--- config.mk ---
export PLATFORM = sky130hd
export DESIGN_NAME = mem_stage_cached
export DESIGN_NICKNAME = d
export VERILOG_FILES = /design/src/rtl/mem_stage_cached.sv
export SDC_FILE = /design/constraint.sdc
export NUM_CORES = 2
export LEC_CHECK = 0
export CAP_MARGIN = 10
export CORE_MARGIN = 2
export CORE_UTILIZATION = 35
export CTS_CLUSTER_DIAMETER = 150
export DETAILED_ROUTE_END_ITERATION = 8
export PLACE_DENSITY = 0.54
export SETUP_SLACK_MARGIN = 0.15
export SYNTH_ARGS = -nofsm -noshare
export SYNTH_HDL_FRONTEND = slang
export SYNTH_SLANG_ARGS = --single-unit
--- constraint.sdc ---
create_clock -name clk -period 10.57 [get_ports clk]
set_input_delay 2.114 -clock clk [delete_from_list [all_inputs] [get_ports clk]]
set_output_delay 2.114 -clock clk [all_outputs]
set_load 0.05 [all_outputs]
--- src/rtl/mem_stage_cached.sv ---
// rtl/mem_stage_cached.sv - MIPS MEM stage with direct-mapped write-through read-allocate data cache
// Misses and stores go to RAM over a req/ack handshake while oStall freezes the pipeline.
module mem_stage_cached #(
  parameter int DATA_W     = 32,
  parameter int ADDR_W     = 32,
  parameter int LINE_WORDS = 4,
  parameter int LINES      = 16
) (
  input  logic                         clk,
  input  logic                         rstn,
  input  logic                         iSig_MemRead,
  input  logic                         iSig_MemWrite,
  input  logic                         iSig_branch,
  input  logic                         iALUzero,
  input  logic [ADDR_W-1:0]            iALUresult,
  input  logic [DATA_W-1:0]            iregfile_read_data2,
  output logic [DATA_W-1:0]            oMemReadData,
  output logic [ADDR_W-1:0]            oALUresult,
  output logic                         oSig_PCSrc,
  output logic                         ocacheHit,
  output logic                         oStall,
  output logic                         oram_req,
  output logic                         oram_we,
  output logic [ADDR_W-1:0]            oram_addr,
  output logic [DATA_W-1:0]            oram_wdata,
  input  logic                         iram_ack,
  input  logic [DATA_W*LINE_WORDS-1:0] iram_rdata
);
  localparam int BYTE_W = $clog2(DATA_W / 8);
  localparam int OFF_W  = BYTE_W + $clog2(LINE_WORDS);
  localparam int IDX_W  = $clog2(LINES);
  localparam int TAG_W  = ADDR_W - OFF_W - IDX_W;
  localparam int WS_W   = (LINE_WORDS > 1) ? $clog2(LINE_WORDS) : 1;
  localparam logic [WS_W-1:0]   WS_MASK   = WS_W'(LINE_WORDS - 1);
  localparam logic [ADDR_W-1:0] LINE_MASK = {ADDR_W{1'b1}} << OFF_W;
  localparam logic [ADDR_W-1:0] WORD_MASK = {ADDR_W{1'b1}} << BYTE_W;

  typedef enum logic [1:0] {S_IDLE, S_REFILL, S_WRITE} state_t;
  state_t state, state_nxt;

  logic [LINES-1:0]  valid;
  logic [TAG_W-1:0]  tags  [LINES];
  logic [DATA_W-1:0] lines [LINES][LINE_WORDS];

  logic [ADDR_W-1:0] req_addr;
  logic [DATA_W-1:0] req_data;
  logic              wr_hit;
  logic              done;

  logic [TAG_W-1:0] cur_tag, req_tag;
  logic [IDX_W-1:0] cur_idx, req_idx;
  logic [WS_W-1:0]  cur_word, req_word;

  assign cur_tag  = iALUresult[ADDR_W-1 -: TAG_W];
  assign cur_idx  = iALUresult[OFF_W +: IDX_W];
  assign cur_word = WS_W'(iALUresult >> BYTE_W) & WS_MASK;
  assign req_tag  = req_addr[ADDR_W-1 -: TAG_W];
  assign req_idx  = req_addr[OFF_W +: IDX_W];
  assign req_word = WS_W'(req_addr >> BYTE_W) & WS_MASK;

  assign ocacheHit    = valid[cur_idx] && (tags[cur_idx] == cur_tag);
  assign oMemReadData = lines[cur_idx][cur_word];
  assign oSig_PCSrc   = iSig_branch & iALUzero;

  assign oram_req   = (state != S_IDLE);
  assign oram_we    = (state == S_WRITE);
  assign oram_addr  = (state == S_WRITE) ? (req_addr & WORD_MASK) : (req_addr & LINE_MASK);
  assign oram_wdata = req_data;

  // 'done' marks the IDLE cycle right after an ack, so the still-presented
  // access is treated as finished instead of being started again.
  always_comb begin
    state_nxt = state;
    oStall    = 1'b0;
    case (state)
      S_IDLE: begin
        if (!done) begin
          if (iSig_MemWrite) begin
            oStall    = 1'b1;
            state_nxt = S_WRITE;
          end else if (iSig_MemRead && !ocacheHit) begin
            oStall    = 1'b1;
            state_nxt = S_REFILL;
          end
        end
      end
      S_REFILL, S_WRITE: begin
        oStall = 1'b1;
        if (iram_ack) state_nxt = S_IDLE;
      end
      default: state_nxt = S_IDLE;
    endcase
  end

  always_ff @(posedge clk) begin
    if (!rstn) begin
      state      <= S_IDLE;
      valid      <= '0;
      done       <= 1'b0;
      oALUresult <= '0;
    end else begin
      state <= state_nxt;
      done  <= (state != S_IDLE) && iram_ack;
      if (!oStall) oALUresult <= iALUresult;
      if (state == S_REFILL && iram_ack) valid[req_idx] <= 1'b1;
    end
  end

  // Request latch, tags and line data carry no reset.
  always_ff @(posedge clk) begin
    if (state == S_IDLE && state_nxt != S_IDLE) begin
      req_addr <= iALUresult;
      req_data <= iregfile_read_data2;
      wr_hit   <= ocacheHit;
    end
    if (rstn && state == S_REFILL && iram_ack) begin
      tags[req_idx] <= req_tag;
      for (int w = 0; w < LINE_WORDS; w++)
        lines[req_idx][WS_W'(w)] <= iram_rdata[w*DATA_W +: DATA_W];
    end
    if (rstn && state == S_WRITE && iram_ack && wr_hit)
      lines[req_idx][req_word] <= req_data;
  end
endmodule

==> impl_metrics.ini <==
[yosys]
synth_edf_count = 2495
ys.flop_type = edfxtp_1
yosysSeqAreaShare = 0.768
synth_area_um2 = 98900
ys_warn_count = 0
synthCells = 4219
synth_cell_types = 66
synthArstFlopShare = 0
syn_area_per_cell_um2 = 23.4
synth-seq-cells = 2546

[finish]
fillCellCount = 24490
num-nets-final = 4861
mostFrequentLayoutCell = edfxtp_1
layout-drive-gt1-share = 0.304
final_cell_mix = 2495 x edfxtp_1, 751 x mux4_2, 290 x clkbuf_16
syn_to_final_growth_pct = 17.4

[clock_tree]
clk_pin_slew_ps = 60
ctsResizeCount = 0
cts_hold_buf = 0
cts_root_buf = clkbuf_16
insertion_delay_ps = 910
cts_tree = done
post_cts_buffers = 0
clkSinkCount = 2546
cts_buffers = 284
clockBufferDepth = 4
h-tree-depth = 5

[detailed_routing]
antenna_left = 0
first_pass_iters = 5
routed_wl_mm = 278
vias_per_cell = 5.47
wl_per_cell_um = 32.2
drc = 0
vias = 47150
drt_iter0_markers = 4942

[grt]
first_global_vias = 48783
antenna_found_initial = 28
overflow = 0
grt_max_degree = 113
grt_pass1_wl_mm = 385
grt_usage = 0.192

[setup_path]
criticalPathCategory = input pin to primary output
cpMostUsedCell = nor2_1
cp-start-kind = input pin
required_ps = 8460
endpoint_kind = primary output
reg2reg_depth = 10
crit_start = iALUresult[4]
path_cells = buf_8 -> buf_4 -> mux4_1 -> mux2i_1 -> nand2b_1 -> a2111oi_0 -> nor2_1 -> or4_1 -> nor2_1 -> clkdlybuf4s50_1
worst_ep_arrival_time_ps = 6730
slowest_stage = clkdlybuf4s50_1
regToRegStartpoint = tags[15][9]
critPathMaxFanout = 70
slowest_delay_ps = 900

[run]
cap_violations = 0

[outcome]
status = complete, no violations

[floorplan]
core_region_area_um2 = 282000
pin_count = 332
rows = 195
die_w_um = 536
start_util = 0.351
dieHeight_um = 536
dieArea_um2 = 287000

[timing]
slew_headroom = 0.214
period_minus_slack_ps = 8840
fin_skew_ps = 96.5
setup_viol = 0
setup_ws_ps = 1730
fmax_ghz = 0.113
hold_viol = 0
rsz0062_at_grt = no
drv_slew = 0
period_share = 0.836
worst_pin_slew_ps = 1180
fin_setup_tns_ps = 0

[placement]
gp_congestion = 0.753
portBuffers = 265
dp_hpwl_mm = 153
dp_slack_ps = 1650

[pwr]
leakagePower_nw = 36.2
p_per_area_nw_per_um2 = 197
ir_worst_vdd_uv = 133

[min_path]
hold_depth = 1
min_path_type = flop to flop
min_from = valid[8]
## layout make-up
cell class | instances | area [µm²] | share of cell area
Multi-Input combinational cell | 1398 | 22300 | 0.192
Tap cell | 3743 | 4680 | 0.0403
Antenna cell | 9 | 22.5 | 0.000194
Timing Repair Buffer | 420 | 3950 | 0.0340
Clock buffer | 348 | 7490 | 0.0645
Inverter | 8 | 37.5 | 0.000323
Clock inverter | 154 | 1700 | 0.0146
Sequential cell | 2546 | 75900 | 0.654
## Yosys cell counts, types with 5 or more instances
master    number  area [µm²]
edfxtp_1    2495       74900
mux4_2       751       16900
clkbuf_1     139         522
nor2_1        97         364
mux2_2        80         901
nand3_1       75         375
buf_2         66         330
mux2i_1       66         661
nand2_1       59         221
dfxtp_1       51        1020
buf_4         39         293
and4b_1       33         330
or3_1         32         200
nor4bb_1      29         290
xnor2_1       18         158
a21o_1        17         128
buf_1         16        60.1
nor2b_1       12        75.1
a22oi_1        9        67.6
nand2b_1       9        56.3
nor3_1         9        45.0
buf_6          8        90.1
inv_1          8        30.0
nand4_1        8        50.1
o22ai_1        7        43.8
a21oi_1        6        30.0
xor2_1         6        52.6
and2_1         5        31.3
## worst paths after layout
kind,to,slack (ps)
setup / recovery,ocacheHit,1730
hold / removal,valid[8],450
setup reg to reg,oram_wdata[0],5890
hold reg to reg,valid[8],450
## routing by layer
layer / track usage / part of all wire
met1: 0.265 / 0.42
met2: 0.316 / 0.49
met3: 0.0307 / 0.067
met4: 0.0508 / 0.028
met5: 0 / 0
## report_power, final
group	switching [mW]	leakage (nW)	internal, mW
combinational	1.13	8.82	0.568
clock	4.06	4.48	5.75
sequential	0.0941	22.9	11.3
total	5.28	36.2	17.6
## cell families after synthesis
| group | count (synthesis) | share of synthesized area |
|---|---|---|
| xor+xnor | 24 | 0.00213 |
| simple gates | 389 | 0.0224 |
| mux | 901 | 0.188 |
| flops | 2546 | 0.768 |
| other cells | 1 | 0.0000379 |
| fa+ha+maj | 4 | 0.000506 |
| buf+inv | 276 | 0.0134 |
| compound gates | 78 | 0.00606 |
## sequential cells by signal (all words and copies together) (netlist names)
name        cells
wr_hit          1
state           2
lines        2048
valid          16
oALUresult     32
tags          384
req_addr       30
done            1
oram_wdata     32
## metrics by stage
| step | cells | hold slack [ps] | utilization | power [mW] | cell area, µm² |
|---|---|---|---|---|---|
| finish | 8626 | 449 | 0.413 | 22.9 | 116000 |
| global route | 8619 | 468 | 0.413 | 23.6 | 116000 |
| CTS | 8617 | 452 | 0.413 | 23.2 | 116000 |
| detailed placement | 8115 | 439 | 0.380 | 13.3 | 107000 |
| global placement | 8115 | 427 | 0.380 | 13.3 | 107000 |
| floorplan | 4220 | 421 | - | 12.6 | 98900 |
## worst max-delay path, delay by kind of cell
| kind | cells | cell delay (ps) |
|---|---|---|
| AOI/OAI and AO/OA | 1 | 520 |
| buffers and inverters | 3 | 1960 |
| muxes | 2 | 1020 |
| and+or+nand+nor | 4 | 1010 |
No activity file was read; power rests on OpenSTA's default activity.
